`config.mk`:
```
export PLATFORM = sky130hd
export DESIGN_NAME = uart_tx_serializer_flat
export DESIGN_NICKNAME = d
export VERILOG_FILES = /design/src/rtl/uart_tx_serializer_if.sv /design/src/rtl/uart_tx_serializer.sv /design/src/flat_wrapper.sv
export SDC_FILE = /design/constraint.sdc
export NUM_CORES = 1
export LEC_CHECK = 0
export BUFFER_PORTS_ARGS = -buffer_cell sky130_fd_sc_hd__clkbuf_2
export CORE_MARGIN = 2
export CORE_UTILIZATION = 62
export CTS_BUF_LIST = sky130_fd_sc_hd__clkbuf_16
export DETAILED_ROUTE_END_ITERATION = 6
export PLACE_DENSITY = 0.83
export SYNTH_ARGS = -nofsm -noshare
export SYNTH_HDL_FRONTEND = slang
export SYNTH_SLANG_ARGS = --single-unit
```
`constraint.sdc`:
```
create_clock -name CLK -period 4.2 [get_ports CLK]
set_input_delay 0.21 -clock CLK [delete_from_list [all_inputs] [get_ports CLK]]
set_output_delay 0.21 -clock CLK [all_outputs]
set_load 0.01 [all_outputs]
```
`src/rtl/uart_tx_serializer_if.sv`:
```
// Parallel-side and serial-side signals of the UART transmit serializer.
// The slave modport is the serializer; the master modport is the FIFO read side and pad.
interface uart_tx_serializer_if #(
  parameter int unsigned DATA_WIDTH = 8
);
  logic [DATA_WIDTH-1:0] p_data;
  logic                  data_valid;
  logic                  par_en;
  logic                  par_typ;
  logic [5:0]            prescale;
  logic                  tx_out;
  logic                  busy;

  modport master (
    output p_data,
    output data_valid,
    output par_en,
    output par_typ,
    output prescale,
    input  tx_out,
    input  busy
  );

  modport slave (
    input  p_data,
    input  data_valid,
    input  par_en,
    input  par_typ,
    input  prescale,
    output tx_out,
    output busy
  );
endinterface

```
`src/rtl/uart_tx_serializer.sv`:
```
// UART transmit serializer: frames a parallel word as start, LSB-first data, optional
// parity and stop bits, each held for a latched prescale of 8, 16 or 32 clocks.
module uart_tx_serializer #(
  parameter int unsigned DATA_WIDTH = 8
) (
  input logic                CLK,
  input logic                RST,
  uart_tx_serializer_if.slave bus
);

  localparam int unsigned IdxW = (DATA_WIDTH > 1) ? $clog2(DATA_WIDTH) : 1;
  localparam logic [IdxW-1:0] LastIdx = IdxW'(DATA_WIDTH - 1);

  typedef enum logic [2:0] {
    StIdle,
    StStart,
    StData,
    StParity,
    StStop
  } state_e;

  state_e                r_state;
  logic [5:0]            r_edge_cnt;
  logic [IdxW-1:0]       r_bit_idx;
  logic [DATA_WIDTH-1:0] r_shift;
  logic [DATA_WIDTH-1:0] r_data;
  logic                  r_par_en;
  logic                  r_par_typ;
  logic [5:0]            r_prescale;
  logic                  r_tx;
  logic                  r_busy;

  logic                  w_legal;
  logic                  w_last_edge;
  logic                  w_parity;
  logic [DATA_WIDTH-1:0] w_shift_next;

  assign w_legal      = (bus.prescale == 6'd8) || (bus.prescale == 6'd16) ||
                        (bus.prescale == 6'd32);
  assign w_last_edge  = (r_edge_cnt == (r_prescale - 6'd1));
  // Parity comes from the latched word; the shift copy is already consumed by then.
  assign w_parity     = (^r_data) ^ r_par_typ;
  assign w_shift_next = r_shift >> 1;

  always_ff @(posedge CLK or negedge RST) begin
    if (!RST) begin
      r_state    <= StIdle;
      r_edge_cnt <= '0;
      r_bit_idx  <= '0;
      r_shift    <= '0;
      r_data     <= '0;
      r_par_en   <= 1'b0;
      r_par_typ  <= 1'b0;
      r_prescale <= '0;
      r_tx       <= 1'b1;
      r_busy     <= 1'b0;
    end else begin
      if (r_state != StIdle) begin
        r_edge_cnt <= w_last_edge ? 6'd0 : r_edge_cnt + 6'd1;
      end
      unique case (r_state)
        StIdle: begin
          if (bus.data_valid && w_legal) begin
            r_shift    <= bus.p_data;
            r_data     <= bus.p_data;
            r_par_en   <= bus.par_en;
            r_par_typ  <= bus.par_typ;
            r_prescale <= bus.prescale;
            r_edge_cnt <= '0;
            r_bit_idx  <= '0;
            r_state    <= StStart;
            r_tx       <= 1'b0;
            r_busy     <= 1'b1;
          end
        end
        StStart: begin
          if (w_last_edge) begin
            r_state <= StData;
            r_tx    <= r_shift[0];
          end
        end
        StData: begin
          if (w_last_edge) begin
            if (r_bit_idx == LastIdx) begin
              if (r_par_en) begin
                r_state <= StParity;
                r_tx    <= w_parity;
              end else begin
                r_state <= StStop;
                r_tx    <= 1'b1;
              end
            end else begin
              r_shift   <= w_shift_next;
              r_tx      <= w_shift_next[0];
              r_bit_idx <= r_bit_idx + IdxW'(1);
            end
          end
        end
        StParity: begin
          if (w_last_edge) begin
            r_state <= StStop;
            r_tx    <= 1'b1;
          end
        end
        StStop: begin
          if (w_last_edge) begin
            r_state <= StIdle;
            r_busy  <= 1'b0;
          end
        end
        default: begin
          r_state <= StIdle;
          r_tx    <= 1'b1;
          r_busy  <= 1'b0;
        end
      endcase
    end
  end

  assign bus.tx_out = r_tx;
  assign bus.busy   = r_busy;

endmodule
```
`src/flat_wrapper.sv`:
```
// flat-port wrapper written by rule: the top's interface ports become plain ports
module uart_tx_serializer_flat 
#(
  parameter int unsigned DATA_WIDTH = 8
)
  (CLK, RST, bus_p_data, bus_data_valid, bus_par_en, bus_par_typ, bus_prescale, bus_tx_out, bus_busy);
  uart_tx_serializer_if #(.DATA_WIDTH(DATA_WIDTH)) bus_i ();
  input logic CLK;
  input logic RST;
  input wire logic [$bits(bus_i.p_data)-1:0] bus_p_data;
  input wire logic [$bits(bus_i.data_valid)-1:0] bus_data_valid;
  input wire logic [$bits(bus_i.par_en)-1:0] bus_par_en;
  input wire logic [$bits(bus_i.par_typ)-1:0] bus_par_typ;
  input wire logic [$bits(bus_i.prescale)-1:0] bus_prescale;
  output wire logic [$bits(bus_i.tx_out)-1:0] bus_tx_out;
  output wire logic [$bits(bus_i.busy)-1:0] bus_busy;
  assign bus_i.p_data = bus_p_data;
  assign bus_i.data_valid = bus_data_valid;
  assign bus_i.par_en = bus_par_en;
  assign bus_i.par_typ = bus_par_typ;
  assign bus_i.prescale = bus_prescale;
  assign bus_tx_out = bus_i.tx_out;
  assign bus_busy = bus_i.busy;
  uart_tx_serializer #(.DATA_WIDTH(DATA_WIDTH)) u_core (.CLK(CLK), .RST(RST), .bus(bus_i));
endmodule
```
==> impl_results.md, run 1 <==
- Maximum number of pins on one net before global-route repair: 39
- Cell leakage power: 1.051 nW
- Final Instance Area: 2266 sq um
- Required time at the endpoint of the critical path: 4.37 ns
- Longest individual stage delay on the worst path: 0.46 ns
- Dominant register cell in the synthesized netlist: dfrtp_1
- Number of maximum-capacitance violations: 0
- Die area: 3663 sq um
- Main area contributors after synthesis: dfrtp_1, nand2_1, xnor2_1
- Wire length of the first global-routing pass: 6.741 mm
- Number of buffers inserted by port buffering: 20
- Cell Area, Synth: 1981 sq um
- Clock latency at the later pin of the worst-skew pair: 0.28 ns
- Classification of the worst-slack hold path: input port to async pin
- Num rows: 20
- Detailed-route wire length per cell: 14.24 um
- Inst Count DP: 272
- Post-synth net total: 238
- Number of search-and-repair iterations in the first detailed-routing pass: 4
- Syn Area/Cell: 9.212 sq um
- Number of buffers on the longest clock path: 2
- Layout cell share with drive strength beyond 1: 14.47%
- Final hold slack: 0.06010 ns
- Number of endpoints failing setup at the final stage: 0
- Setup crit start kind: flip-flop
- Cell mode on critical path: nand2_1
- Part of the cycle the worst path needs: 63.40%
- Post-Layout Cell Count: 279
- Final hold violation count: 0
- Post-route setup slack: 1.537 ns
- Sequential area share after synthesis: 48.07%
- Maximum VDD drop: 0.3807 mV
- Clock sink count: 38
- Number of global-route vias before repair: 1442
- RePlAce Congestion: 0.8013
- CTS Root Buffer Type: clkbuf_16
- Buffering stage count on the worst path with inverters included: 1
- Highest-delay cell along the critical path: or3_1
- Unique cell type count in the Yosys netlist: 37
- Number of warnings reported in the yosys synthesis log: 0
- Share of synthesized registers carrying an async set or reset: 100.0%
- Detailed Place HPWL: 2.743 mm
- Fill cell total of the finished layout: 243
- Post CTS Setup Buffer Count: 0
- Achievable frequency: 375.6 MHz
- Crit-path cells: inv_1 > ha_1 > xor2_1 > nand2_1 > nor4b_1 > nand2_1 > or3_1 > a221oi_1
- Cell taking the most area after synthesis: dfrtp_1
- Top-area cell type share of the netlist area: 46.75%
- Slew margin rel.: 38.12%
- Post-layout min period: 2.663 ns
- Synth Register Bits: 38
- Number of enable flip-flop cells after synthesis: 0
- Die Wd: 60.52 um
- Top post-synthesis cells by count: nand2_1, dfrtp_1, inv_1
- Type of the worst setup path: flip-flop to flip-flop
- Total Neg Setup Slack: 0 ns
- Fin. max-slew vios: 0
- Number of gates given a new drive strength after cts: 0
- Aggregate routed wire length: 3.974 mm
- Via Count: 1605
- CP top delay family: simple AND/OR/NAND/NOR gates
- CTS tree: done
- Pwr/cell area: 636.5 nW/um^2
- Post-route DRC: 0
- Dominant cell by count in the synthesized netlist: nand2_1
- Starting density of the core: 64.88%
- Result of the run: finished clean
- All-Layer GR Usage: 25.26%
- Die Ht: 60.52 um
- Overall power: 1.442 mW
- Data arrival time at the worst-slack endpoint: 2.83 ns
- Total of hold buffers inserted after clock tree synthesis: 0
- Worst clock skew: 0.004162 ns
- Detailed router's first-iteration violation count: 89
- Clock-pin slew on the worst setup and hold paths: 0.05 ns
- Area of all sequential standard cells: 952.2 sq um
- Setup repair after global routing missed its margin: no
- Post-Syn Instances: 215
- I/O pin total: 21
- Total number of nets in the final design: 258
- Antenna viol nets, final: 0
- Total CTS buffers: 5
- Number of antenna violations at the first check in global routing: 0
- Endpoint type of the worst setup path: flip-flop
- Routed vias/inst: 5.753
- Placed Instance Area: 2107 sq um
- Maximum fanout encountered on the critical timing path: 13
- Worst slack, placed: 1.557 ns
- Slew at the pin with the worst max-slew slack: 0.9211 ns
- Area of the core region: 3053 sq um
- Count of H-tree levels built during CTS: 2
- Final core utilization: 74.22%
- Multi-input logic area: 954.7 sq um
- Layout area overhead: 14.40%
- Diodes inserted: 0
- Aggregate global routing overflow: 0
where the power goes:
part | total (mW) | internal, mW | switching (mW) | leakage [nW]
logic | 0.484 | 0.201 | 0.284 | 0.483
clock network | 0.410 | 0.274 | 0.136 | 0.0773
registers | 0.548 | 0.460 | 0.0879 | 0.490
sequential cells by signal, summed over array words and instances (netlist names):
register and cells:
u_core.r_state 3, u_core.r_shift 8, u_core.r_data 8, u_core.r_par_en 1, u_core.r_par_typ 1, u_core.bus.busy 1
u_core.r_edge_cnt 6, u_core.r_bit_idx 3, u_core.bus.tx_out 1, u_core.r_prescale 6
per-layer routing:
metal | track usage [%] | vias to the layer above | wire [um]
li1 | - | 784 | -
met1 | 34.72 | 766 | 1786
met2 | 39.60 | 50 | 1947
met3 | 5.970 | 5 | 188
met4 | 9.006 | 0 | 53
met5 | 0 | - | 0
worst reg2reg max path, stage by stage (launching register included):
cell	delay, ns
dfrtp_1	0.40
inv_1	0.09
ha_1	0.32
xor2_1	0.13
nand2_1	0.06
nor4b_1	0.42
nand2_1	0.40
or3_1	0.47
a221oi_1	0.27
final cells by class:
type | count | share of cell area, %
tap | 44 | 2.430
timing repair buffer | 20 | 4.417
inverter | 12 | 1.988
sequential | 38 | 42.02
multi-input combinational | 158 | 42.13
clock inverter | 2 | 1.491
clock buffer | 5 | 5.522
placed cells by master, fill, tap and decap left out, types with 4 or more instances in the layout:
| cell | n |
|---|---|
| nand2_1 | 56 |
| dfrtp_1 | 37 |
| clkbuf_2 | 20 |
| inv_1 | 12 |
| o21ai_0 | 10 |
| xnor2_1 | 10 |
| a21oi_1 | 10 |
| nand3_1 | 9 |
| nor3_1 | 9 |
| o221ai_1 | 7 |
| nor2_1 | 6 |
| clkbuf_16 | 5 |
| or3_1 | 4 |
| nor2b_1 | 4 |
| xor2_1 | 4 |
| ha_1 | 4 |
worst paths after layout:
kind                       depth (start not counted)                    to  slack (ns)            startpoint
min reg2reg                                        2      u_core.r_data[6]        0.50      u_core.r_data[6]
min                                                1  u_core.r_edge_cnt[4]        0.06                   RST
max in group asynchronous                          1   u_core.r_bit_idx[1]        3.57                   RST
max                                                8     u_core.r_state[0]        1.54  u_core.r_prescale[0]
max reg2reg                                        8     u_core.r_state[0]        1.54  u_core.r_prescale[0]
min in group CLK                                   3      u_core.r_par_typ        0.12           bus_par_typ
logic make-up (layout without fill, tap and decap cells):
| family | Yosys count | count (layout) | synth area share (%) |
|---|---|---|---|
| and+or+nand+nor | 95 | 95 | 21.92 |
| adders and majority gates | 4 | 4 | 2.527 |
| DFF | 38 | 38 | 48.07 |
| AOI/OAI and AO/OA | 44 | 44 | 16.99 |
| xor gates and xnor gates | 14 | 14 | 6.190 |
| muxes | 1 | 1 | 0.5685 |
| buffers and inverters | 19 | 39 | 3.727 |
Power figures use the tool's default switching activity.
==> run 2, diff against run 1 <==
- ABC_AREA: unset -> 1
- CORE_UTILIZATION: 62 -> 53
- PLACE_DENSITY: 0.83 -> 0.75
- clock period: 4.2 -> 2.3 ns (I/O delays scaled with it)
==> run 2 against run 1 <==
The flow now finishes with violations (hold timing). Sequential share of layout area fell by 3.9 points. Cell count rose by 35%. Worst setup slack got worse by 1.2 ns. Area after synthesis rose by 13%. Clock power rose by 55%. Critical endpoint is now u_core.r_shift[0].
==> impl_results.md, run 2 <==
- Result of the run: finished, violations left
- Violated checks: hold timing
- Number of buffers inserted by port buffering: 20
- Adder-cell share of the synthesized area: 2.242%
- Part of the cycle the worst path needs: 87.45%
- Longest individual stage delay on the worst path: 0.40 ns
- Type of the worst setup path: flip-flop to flip-flop
- Post-Layout Cell Count: 376
- Number of maximum-capacitance violations: 0
- Layout cell share with drive strength beyond 1: 17.79%
- Detailed Place HPWL: 3.220 mm
- Via Count: 1914
- Achievable frequency: 497.2 MHz
- Antenna viol nets, final: 0
- Multiplexer fraction of the synthesized cell area: 2.242%
- Cell taking the most area after synthesis: dfrtp_1
- Post CTS Setup Buffer Count: 0
- Aggregate global routing overflow: 0
- Number of global-route vias before repair: 1788
- Clock sink count: 38
- Number of endpoints failing setup at the final stage: 0
- Maximum fanout encountered on the critical timing path: 20
- Starting density of the core: 55.40%
- Setup crit start kind: flip-flop
- Switching power share of the total: 42.84%
- Fin. max-slew vios: 0
- Inst Count DP: 369
- Fill cell total of the finished layout: 378
- Area share of xor/xnor cells in the synthesized design: 1.177%
- Num rows: 23
- Aggregate routed wire length: 4.534 mm
- Dominant register cell in the synthesized netlist: dfrtp_1
- Final hold slack: -0.03186 ns
- Complex-gate fraction of the synthesized area: 9.697%
- Proportion of power drawn by combinational gates: 44.3%
- Synth Register Bits: 38
- Sequential area share after synthesis: 42.66%
- Post-Syn Instances: 303
- Fraction of power consumed by the clock network: 19.7%
- CTS Root Buffer Type: clkbuf_16
- Number of buffers on the longest clock path: 2
- Cell leakage power: 1.403 nW
- Required time at the endpoint of the critical path: 2.47 ns
- Number of antenna violations at the first check in global routing: 0
- Cell mode on critical path: nand2_1
- Clock latency at the later pin of the worst-skew pair: 0.28 ns
- Slew margin rel.: 37.91%
- Total CTS buffers: 5
- Number of search-and-repair iterations in the first detailed-routing pass: 4
- Slew at the pin with the worst max-slew slack: 0.9314 ns
- Number of enable flip-flop cells after synthesis: 0
- Wire length of the first global-routing pass: 7.741 mm
- Routed vias/inst: 5.090
- Net switching power of the design: 1.383 mW
- Post-synthesis share of cell area spent on and, or, nand and nor gates: 32.12%
- Layout area overhead: 11.77%
- Total of hold buffers inserted after clock tree synthesis: 0
- Reg power frac: 36.0%
- Number of gates given a new drive strength after cts: 0
- Total number of nets in the final design: 349
- Top post-synthesis cells by count: nand2_1, dfrtp_1, inv_1
- Post-route DRC: 0
- Leading cell types in the layout, fill and taps excluded: nand2_1, inv_1, dfrtp_1, clkbuf_2, nand3_1
- Pwr/cell area: 1294 nW/um^2
- Maximum VDD drop: 0.6532 mV
- Final hold violation count: 37
- Top flop regs: u_core.r_data: 8 flops, u_core.r_shift: 8 flops
- Die Ht: 68.90 um
- All-Layer GR Usage: 21.97%
- Unique cell type count in the Yosys netlist: 28
- Main area contributors after synthesis: dfrtp_1, nand2_1, inv_1
- Worst clock skew: 0.005909 ns
- Largest family of logic cells by synthesized area: simple AND/OR/NAND/NOR gates
- Highest-delay cell along the critical path: dfrtp_1
- Data arrival time at the worst-slack endpoint: 2.18 ns
- Area of the core region: 4029 sq um
- CTS tree: done
- Crit-path cells: inv_2 > ha_1 > inv_1 > nand2_1 > nand2_1 > nor2_1 > nand2_1 > nor2_4 > nand3_4 > nand2_2 > nand2_2 > o21ai_2 > inv_1
- Cell internal pwr: 1.845 mW
- Setup repair after global routing missed its margin: no
- Syn Area/Cell: 7.367 sq um
- Die area: 4747 sq um
- Top-area cell type share of the netlist area: 41.48%
- Post-synth net total: 326
- Detailed-route wire length per cell: 12.06 um
- Total Neg Setup Slack: 0 ns
- Die Wd: 68.90 um
- Diodes inserted: 0
- Share of synthesized registers carrying an async set or reset: 100.0%
- Endpoint type of the worst setup path: flip-flop
- Detailed router's first-iteration violation count: 141
- Clock-pin slew on the worst setup and hold paths: 0.06 ns
- Post-layout min period: 2.011 ns
- Maximum number of pins on one net before global-route repair: 39
- Count of H-tree levels built during CTS: 2
- RePlAce Congestion: 0.8143
- Cell Area, Synth: 2232 sq um
- Most common cell after layout, fill and taps aside: nand2_1
- Dominant cell by count in the synthesized netlist: nand2_1
- Number of warnings reported in the yosys synthesis log: 0
- Classification of the worst-slack hold path: input port to async pin
- I/O pin total: 21
[run 2: critical path: cells and delay by family (launching register included)]
family / cells / cell delay, ns
simple gates: 8 / 0.84
flops: 1 / 0.40
fa+ha+maj: 1 / 0.29
compound gates: 1 / 0.21
buf+inv: 3 / 0.16
[run 2: per-layer routing]
layer | global-route usage [%] | routed length, um | up-vias | share of wire, %
met5 | 0 | 0 | - | 0
met4 | 6.863 | 27 | 0 | 0.60
met3 | 3.896 | 196 | 4 | 4.3
met2 | 35.82 | 2141 | 53 | 47
met1 | 29.80 | 2170 | 871 | 48
li1 | - | - | 986 | -
[run 2: final cells by class]
class	count	area, sq um	share of cell area, %
repair buffers	22	115.1	4.614
multi-input cells	213	1060	42.48
clock inverters	2	7.507	0.3009
inverters	46	172.7	6.921
well taps	50	62.56	2.508
flip-flops and latches	38	952.2	38.16
clock buffers	5	125.1	5.015
[run 2: power groups by stage]
| stage | Combinational [mW] | Sequential, mW | Clock [mW] |
|---|---|---|---|
| floorplan | 1.19 | 1.11 | 0 |
| global placement | 1.37 | 1.15 | 0 |
| detailed placement | 1.41 | 1.16 | 0 |
| CTS | 1.43 | 1.16 | 0.648 |
| global route | 1.64 | 1.19 | 0.676 |
| finish | 1.43 | 1.16 | 0.637 |
[run 2: cells by family (layout without fill, tap and decap cells)]
family,after synthesis,after routing
AND/OR/NAND/NOR,167,167
buffers and inverters,52,75
flip-flops,38,38
AO/OA/AOI/OAI,34,34
multiplexers,5,5
adder cells (fa/ha/maj),4,4
XOR/XNOR,3,3
[run 2: worst paths after layout]
kind | from | slack, ns | cells past startpoint | endpoint
setup / recovery | u_core.r_prescale[0] | 0.29 | 13 | u_core.r_shift[0]
hold / removal | RST | -0.03 | 1 | u_core.r_edge_cnt[0]
setup reg to reg | u_core.r_prescale[0] | 0.29 | 13 | u_core.r_shift[0]
hold reg to reg | u_core.bus.busy | 0.47 | 2 | u_core.bus.busy
max in group asynchronous | RST | 1.75 | 1 | u_core.r_shift[4]
min in group CLK | bus_par_typ | 0.05 | 3 | u_core.r_par_typ
[run 2: per-stage QoR]
step / total power [mW] / utilization [%] / worst slack (ns) / area, sq um / hold slack, ns
after global placement: 2.519 / 58.63 / 0.3750 / 2362 / 0.3105
final: 3.228 / 61.93 / 0.2887 / 2495 / -0.03186
after CTS: 3.237 / 61.93 / 0.2775 / 2495 / 0.01020
after floorplan: 2.298 / - / 0.6017 / 2232 / -0.1806
after global routing: 3.512 / 61.93 / 0.1006 / 2495 / 0.05669
after detailed placement: 2.570 / 58.63 / 0.2972 / 2362 / 0.3007
